==> src/rtl/seg_pkg.sv <==
// Shared constants for the hex entry/display path: segment LUT, blank code, buffer modes.
package seg_pkg;

   localparam logic [7:0] SEG_BLANK = 8'hFF;

   localparam int MODE_FILL  = 0;
   localparam int MODE_SHIFT = 1;

   // Active-low segments, bit7 = dp (kept off), bits6..0 = g..a
   localparam logic [7:0] HEX_SEG [16] = '{
      8'hC0, 8'hF9, 8'hA4, 8'hB0, 8'h99, 8'h92, 8'h82, 8'hF8,
      8'h80, 8'h90, 8'h88, 8'h83, 8'hC6, 8'hA1, 8'h86, 8'h8E
   };

   function automatic logic [7:0] hex_to_seg(input logic [3:0] digit);
      return HEX_SEG[digit];
   endfunction

endpackage

==> src/rtl/seg_entry_display_if.sv <==
// Switch/button inputs and display/value outputs of the hex entry block.
interface seg_entry_display_if #(parameter int DIGITS = 8);

   localparam int CNT_W = $clog2(DIGITS + 1);

   logic [3:0]          switches;
   logic                enter;
   logic [DIGITS-1:0]   anodes;
   logic [7:0]          cathodes;
   logic [4*DIGITS-1:0] value;
   logic [CNT_W-1:0]    count;
   logic                full;

   modport master (
      output switches, enter,
      input  anodes, cathodes, value, count, full
   );

   modport slave (
      input  switches, enter,
      output anodes, cathodes, value, count, full
   );

endinterface

==> src/rtl/seg_entry_display_debouncer.sv <==
// Button conditioner: 2-FF synchroniser, stability counter and one-cycle press pulse.
module enter_debouncer #(
   parameter int DEBOUNCE = 16
) (
   input  logic clk,
   input  logic reset,
   input  logic btn,
   output logic pulse
);

   localparam int CNT_W = $clog2(DEBOUNCE + 1);

   logic             sync_p0;
   logic             sync_p1;
   logic             level;
   logic             armed;
   logic [CNT_W-1:0] stable_cnt;

   // Synchroniser keeps sampling through reset so a button held across reset is seen as high.
   always_ff @(posedge clk) begin
      sync_p0 <= btn;
      sync_p1 <= sync_p0;
   end

   // armed blocks a press that started before reset until the button has been seen released.
   always_ff @(posedge clk) begin
      if (reset) begin
         level      <= 1'b0;
         armed      <= 1'b0;
         stable_cnt <= '0;
         pulse      <= 1'b0;
      end else begin
         pulse <= 1'b0;
         if (!sync_p1)
            armed <= 1'b1;
         if (sync_p1 == level) begin
            stable_cnt <= '0;
         end else if (stable_cnt == CNT_W'(DEBOUNCE - 1)) begin
            level      <= sync_p1;
            stable_cnt <= '0;
            pulse      <= sync_p1 & armed;
         end else begin
            stable_cnt <= stable_cnt + 1'b1;
         end
      end
   end

endmodule

==> src/rtl/seg_entry_display.sv <==
// Hex digit entry buffer with multiplexed 7-segment display.
// Optional macro SEG_ENTRY_BLANK_EN blanks digits that have not been entered yet.
module seg_entry_display
   import seg_pkg::*;
#(
   parameter int DIGITS     = 8,
   parameter int DEBOUNCE   = 16,
   parameter int CLK_DIV    = 100000,
   parameter int SHIFT_MODE = MODE_FILL
) (
   input  logic                clk100mhz,
   input  logic                reset,
   seg_entry_display_if.slave  bus
);

   localparam int VAL_W = 4 * DIGITS;
   localparam int CNT_W = $clog2(DIGITS + 1);
   localparam int IDX_W = $clog2(DIGITS);
   localparam int DIV_W = $clog2(CLK_DIV);

   logic              push;
   logic [VAL_W-1:0]  value_r;
   logic [CNT_W-1:0]  count_r;
   logic              full_w;
   logic [DIV_W-1:0]  div_r;
   logic [IDX_W-1:0]  idx_r;
   logic [3:0]        cur_digit;
   logic [DIGITS-1:0] an_next;
   logic [7:0]        cat_next;
   logic [DIGITS-1:0] anodes_r;
   logic [7:0]        cathodes_r;

   enter_debouncer #(
      .DEBOUNCE (DEBOUNCE)
   ) u_enter (
      .clk   (clk100mhz),
      .reset (reset),
      .btn   (bus.enter),
      .pulse (push)
   );

   assign full_w = (count_r == CNT_W'(DIGITS));

   // Newest digit enters at the bottom; a full buffer only moves in shift mode.
   always_ff @(posedge clk100mhz) begin
      if (reset) begin
         value_r <= '0;
         count_r <= '0;
      end else if (push) begin
         if (!full_w) begin
            value_r <= {value_r[VAL_W-5:0], bus.switches};
            count_r <= count_r + 1'b1;
         end else if (SHIFT_MODE == MODE_SHIFT) begin
            value_r <= {value_r[VAL_W-5:0], bus.switches};
         end
      end
   end

   always_ff @(posedge clk100mhz) begin
      if (reset) begin
         div_r <= '0;
         idx_r <= '0;
      end else if (div_r == DIV_W'(CLK_DIV - 1)) begin
         div_r <= '0;
         idx_r <= (idx_r == IDX_W'(DIGITS - 1)) ? '0 : idx_r + 1'b1;
      end else begin
         div_r <= div_r + 1'b1;
      end
   end

   always_comb begin
      an_next        = '1;
      an_next[idx_r] = 1'b0;
      cur_digit      = value_r[{idx_r, 2'b00} +: 4];
`ifdef SEG_ENTRY_BLANK_EN
      cat_next = (CNT_W'(idx_r) >= count_r) ? SEG_BLANK : hex_to_seg(cur_digit);
`else
      cat_next = hex_to_seg(cur_digit);
`endif
   end

   // Display drive is registered so the pins change one cycle after the scan index.
   always_ff @(posedge clk100mhz) begin
      if (reset) begin
         anodes_r   <= '1;
         cathodes_r <= SEG_BLANK;
      end else begin
         anodes_r   <= an_next;
         cathodes_r <= cat_next;
      end
   end

   assign bus.anodes   = anodes_r;
   assign bus.cathodes = cathodes_r;
   assign bus.value    = value_r;
   assign bus.count    = count_r;
   assign bus.full     = full_w;

endmodule

==> src/flat_wrapper.sv <==
// flat-port wrapper written by rule: the top's interface ports become plain ports
module seg_entry_display_flat import seg_pkg::*;
#(
   parameter int DIGITS     = 8,
   parameter int DEBOUNCE   = 16,
   parameter int CLK_DIV    = 100000,
   parameter int SHIFT_MODE = MODE_FILL
)
  (clk100mhz, reset, bus_switches, bus_enter, bus_anodes, bus_cathodes, bus_value, bus_count, bus_full);
  seg_entry_display_if #(.DIGITS(DIGITS)) bus_i ();
  input  logic clk100mhz;
  input  logic reset;
  input wire logic [$bits(bus_i.switches)-1:0] bus_switches;
  input wire logic [$bits(bus_i.enter)-1:0] bus_enter;
  output wire logic [$bits(bus_i.anodes)-1:0] bus_anodes;
  output wire logic [$bits(bus_i.cathodes)-1:0] bus_cathodes;
  output wire logic [$bits(bus_i.value)-1:0] bus_value;
  output wire logic [$bits(bus_i.count)-1:0] bus_count;
  output wire logic [$bits(bus_i.full)-1:0] bus_full;
  assign bus_i.switches = bus_switches;
  assign bus_i.enter = bus_enter;
  assign bus_anodes = bus_i.anodes;
  assign bus_cathodes = bus_i.cathodes;
  assign bus_value = bus_i.value;
  assign bus_count = bus_i.count;
  assign bus_full = bus_i.full;
  seg_entry_display #(.DIGITS(DIGITS), .DEBOUNCE(DEBOUNCE), .CLK_DIV(CLK_DIV), .SHIFT_MODE(SHIFT_MODE)) u_core (.clk100mhz(clk100mhz), .reset(reset), .bus(bus_i));
endmodule
==> config.mk <==
export PLATFORM = sky130hd
export DESIGN_NAME = seg_entry_display_flat
export DESIGN_NICKNAME = d
export VERILOG_FILES = /design/src/rtl/seg_pkg.sv /design/src/rtl/seg_entry_display_if.sv /design/src/rtl/seg_entry_display_debouncer.sv /design/src/rtl/seg_entry_display.sv /design/src/flat_wrapper.sv
export SDC_FILE = /design/constraint.sdc
export NUM_CORES = 1
export LEC_CHECK = 0
export CORE_ASPECT_RATIO = 1.25
export CORE_UTILIZATION = 30
export DETAILED_ROUTE_END_ITERATION = 6
export GPL_TIMING_DRIVEN = 0
export PLACE_DENSITY = 0.51
export SYNTH_ARGS = -nofsm -noshare
export SYNTH_HDL_FRONTEND = slang
export SYNTH_HIERARCHICAL = 1
export SYNTH_SLANG_ARGS = --single-unit
==> constraint.sdc <==
create_clock -name clk100mhz -period 2.95 [get_ports clk100mhz]
set_input_delay 0.59 -clock clk100mhz [delete_from_list [all_inputs] [get_ports clk100mhz]]
set_output_delay 0.59 -clock clk100mhz [all_outputs]
set_load 0.03 [all_outputs]
==> run summary <==
Clock Path Buffers: 2
Leakage Power: 1.602 nW
Top FF cell, synth: dfxtp_1
Peak fanout along the critical path: 10
First-pass GRT wire length: 13.17 mm
Sequential fraction of the synthesis area: 46.97%
Library cells used by synthesis: 47
Final WL: 7.951 mm
Routed Antenna Nets: 0
Final Hold Fails: 0
CP Class: reg -> reg
Drt drc: 4
Top cells by area, synth: dfxtp_1 (47%), nand2_1 (9.2%), a21oi_1 (5.4%)
Worst path required time: 3.16 ns
Die X: 97.95 microns
Final HPWL DP: 5.663 mm
Slew Viols, Final: 0
Post-CTS Setup Inserts: 0
Clock transition at path regs: 0.06 ns
Syn_area_per_cell: 8.920 sq um
Die height: 121.9 microns
Pin count of the biggest net entering global routing: 14
# IOs: 60
Fill cells: 1123
Share of the synthesized area in the top cell type: 46.97%
Clock Sinks: 81
Tot GR Track Use: 14.11%
Post-synth top area cell: dfxtp_1
Vias per std cell: 4.703
CP Launch Type: register
Avg WL per Cell: 13.34 microns
Top sig layer: met4
FF+latch count, synth: 81
Worst skew pair latency: 0.34 ns
RSZ-0062 raised after global routing: false
Endpoint class of the critical path: register
H-tree depth: 3
Max transition margin: 58.42%
Max rail drop VDD: 234.4 uV
First-pass iteration count of the detailed router: 6
Top post-synthesis cells by count: nand2_1 (85), dfxtp_1 (81), nor2_1 (40)
Initial antenna violation count: 0
Worst Tran Pin Value: 0.6237 ns
Clock skew: 0.01068 ns
Final min period: 2.701 ns
Max-Cap Viols: 0
Most common cell in the netlist: nand2_1
Final GP Congestion: 0.8127
Syn nets: 407
Die ar.: 11940 sq um
Mapped Cells: 387
Post_cts resized: 0
Hold buffer count at CTS: 0
Row cnt: 43
F_max: 370.3 MHz
Met3 Wirelength: 373 microns
Routed vias: 2803
Total core area: 11140 sq um
Share of cells above drive strength 1: 7.809%
Iter 0 DRT Violations: 123
Initial Util: 31.00%
Outcome: complete, but fails checks
Tightest Hold Check Type: reg -> reg
Crit path DAT: 2.91 ns
Async SR Flop Fraction: 0%
TritonCTS Buffers: 9
Synthesized area: 3452 sq um
Pwr/cell area: 508.8 nW/um^2
Syn-to-layout area delta: 30.34%
Setup_tns: 0 ns
Post-synth EDFFs: 0
Final period util: 91.54%
Final nets: 476
Number of global-route vias before repair: 2616
YS warnings: 6
Met1 WL: 3.653 mm
CTS root buf: clkbuf_16
Final Setup Violations: 0
Total gr overflow: 0
WL met2: 3.796 mm
Failing checks: DRC
CTS tree: built
IO Port Bufs: 58
Ant diodes: 0
Util after Layout: 40.40%
stage by stage:
stage / hold WS [ns] / worst slack, ns / area (sq um) / total power, mW / cells
after floorplan: 0.3096 / 0.7081 / 3452 / 1.179 / 387
after global placement: 0.3124 / 0.3148 / 4202 / 1.209 / 580
after detailed placement: 0.3185 / 0.2771 / 4202 / 1.209 / 580
after CTS: 0.3337 / 0.2669 / 4499 / 2.326 / 596
after global routing: 0.3351 / 0.09590 / 4499 / 2.382 / 596
final: 0.3305 / 0.2495 / 4499 / 2.289 / 596
layout make-up:
type / instances / area [sq um] / share of cell area, %
Clock buffer: 11 / 242.7 / 5.395
Timing Repair Buffer: 58 / 580.6 / 12.90
Multi-Input combinational cell: 272 / 1654 / 36.76
Clock inverter: 5 / 55.05 / 1.224
Inverter: 12 / 45.04 / 1.001
Sequential cell: 81 / 1622 / 36.04
Buffer: 22 / 131.4 / 2.920
Tap cell: 135 / 168.9 / 3.754
cells by family (layout without fill, tap and decap cells):
family	after synthesis	after routing	synth area share, %
AND/OR/NAND/NOR	165	165	20.80
flip-flops	81	81	46.97
AO/OA/AOI/OAI	53	53	8.808
buffers and inverters	34	108	5.111
XOR/XNOR	21	21	5.328
multiplexers	19	19	8.155
adder cells (fa/ha/maj)	13	13	4.712
other	1	1	0.1086
power by group:
group          internal, mW  switching, mW  total, mW
sequential             1.11        0.00613       1.11
clock                 0.675          0.430       1.11
combinational        0.0299         0.0415     0.0715
total                  1.81          0.478       2.29
layout by cell type, fill, tap and decap left out, types with 10 or more instances in the layout:
master	instances
xnor2_1	10
nand2_1	85
clkbuf_1	12
clkdlybuf4s50_1	58
dfxtp_1	81
inv_1	12
nor2_1	40
ha_1	13
xor2_1	11
a21oi_1	37
path summary, 6_finish.rpt:
| kind | start | endpoint | slack (ns) | depth (start not counted) |
|---|---|---|---|---|
| setup / recovery | u_core/idx_r[1]$_SDFFE_PP0N_ | u_core/bus.cathodes[0]$_SDFF_PP1_ | 0.25 | 7 |
| hold / removal | u_core/u_enter/sync_p0$_DFF_P_ | u_core/u_enter/sync_p1$_DFF_P_ | 0.33 | 0 |
| setup reg to reg | u_core/idx_r[1]$_SDFFE_PP0N_ | u_core/bus.cathodes[0]$_SDFF_PP1_ | 0.25 | 7 |
| hold reg to reg | u_core/u_enter/sync_p0$_DFF_P_ | u_core/u_enter/sync_p1$_DFF_P_ | 0.33 | 0 |
metal layers:
layer  track usage (%)  vias up
li1                  -     1429
met1             17.98     1306
met2             22.40       57
met3             3.901       11
met4             5.966        0
met5                 0        -
worst max-delay path, stage by stage (launching register included):
cell	delay [ns]
dfxtp_1	0.43
buf_1	0.50
mux4_2	0.41
mux2i_1	0.41
inv_1	0.18
ha_1	0.29
a211oi_1	0.24
o31ai_1	0.11
sequential cells by signal, summed over array words and instances (netlist names):
signal	flops
u_core/u_enter/sync_p1	1
u_core/u_enter/level	1
u_core/u_enter/stable_cnt	5
u_core/bus.value	32
u_core/div_r	17
u_core/u_enter/sync_p0	1
u_core/bus.cathodes	7
u_core/u_enter/armed	1
u_core/bus.count	4
u_core/u_enter/pulse	1
u_core/bus.anodes	8
u_core/idx_r	3
Note: power is estimated with default switching activity, not from simulation.
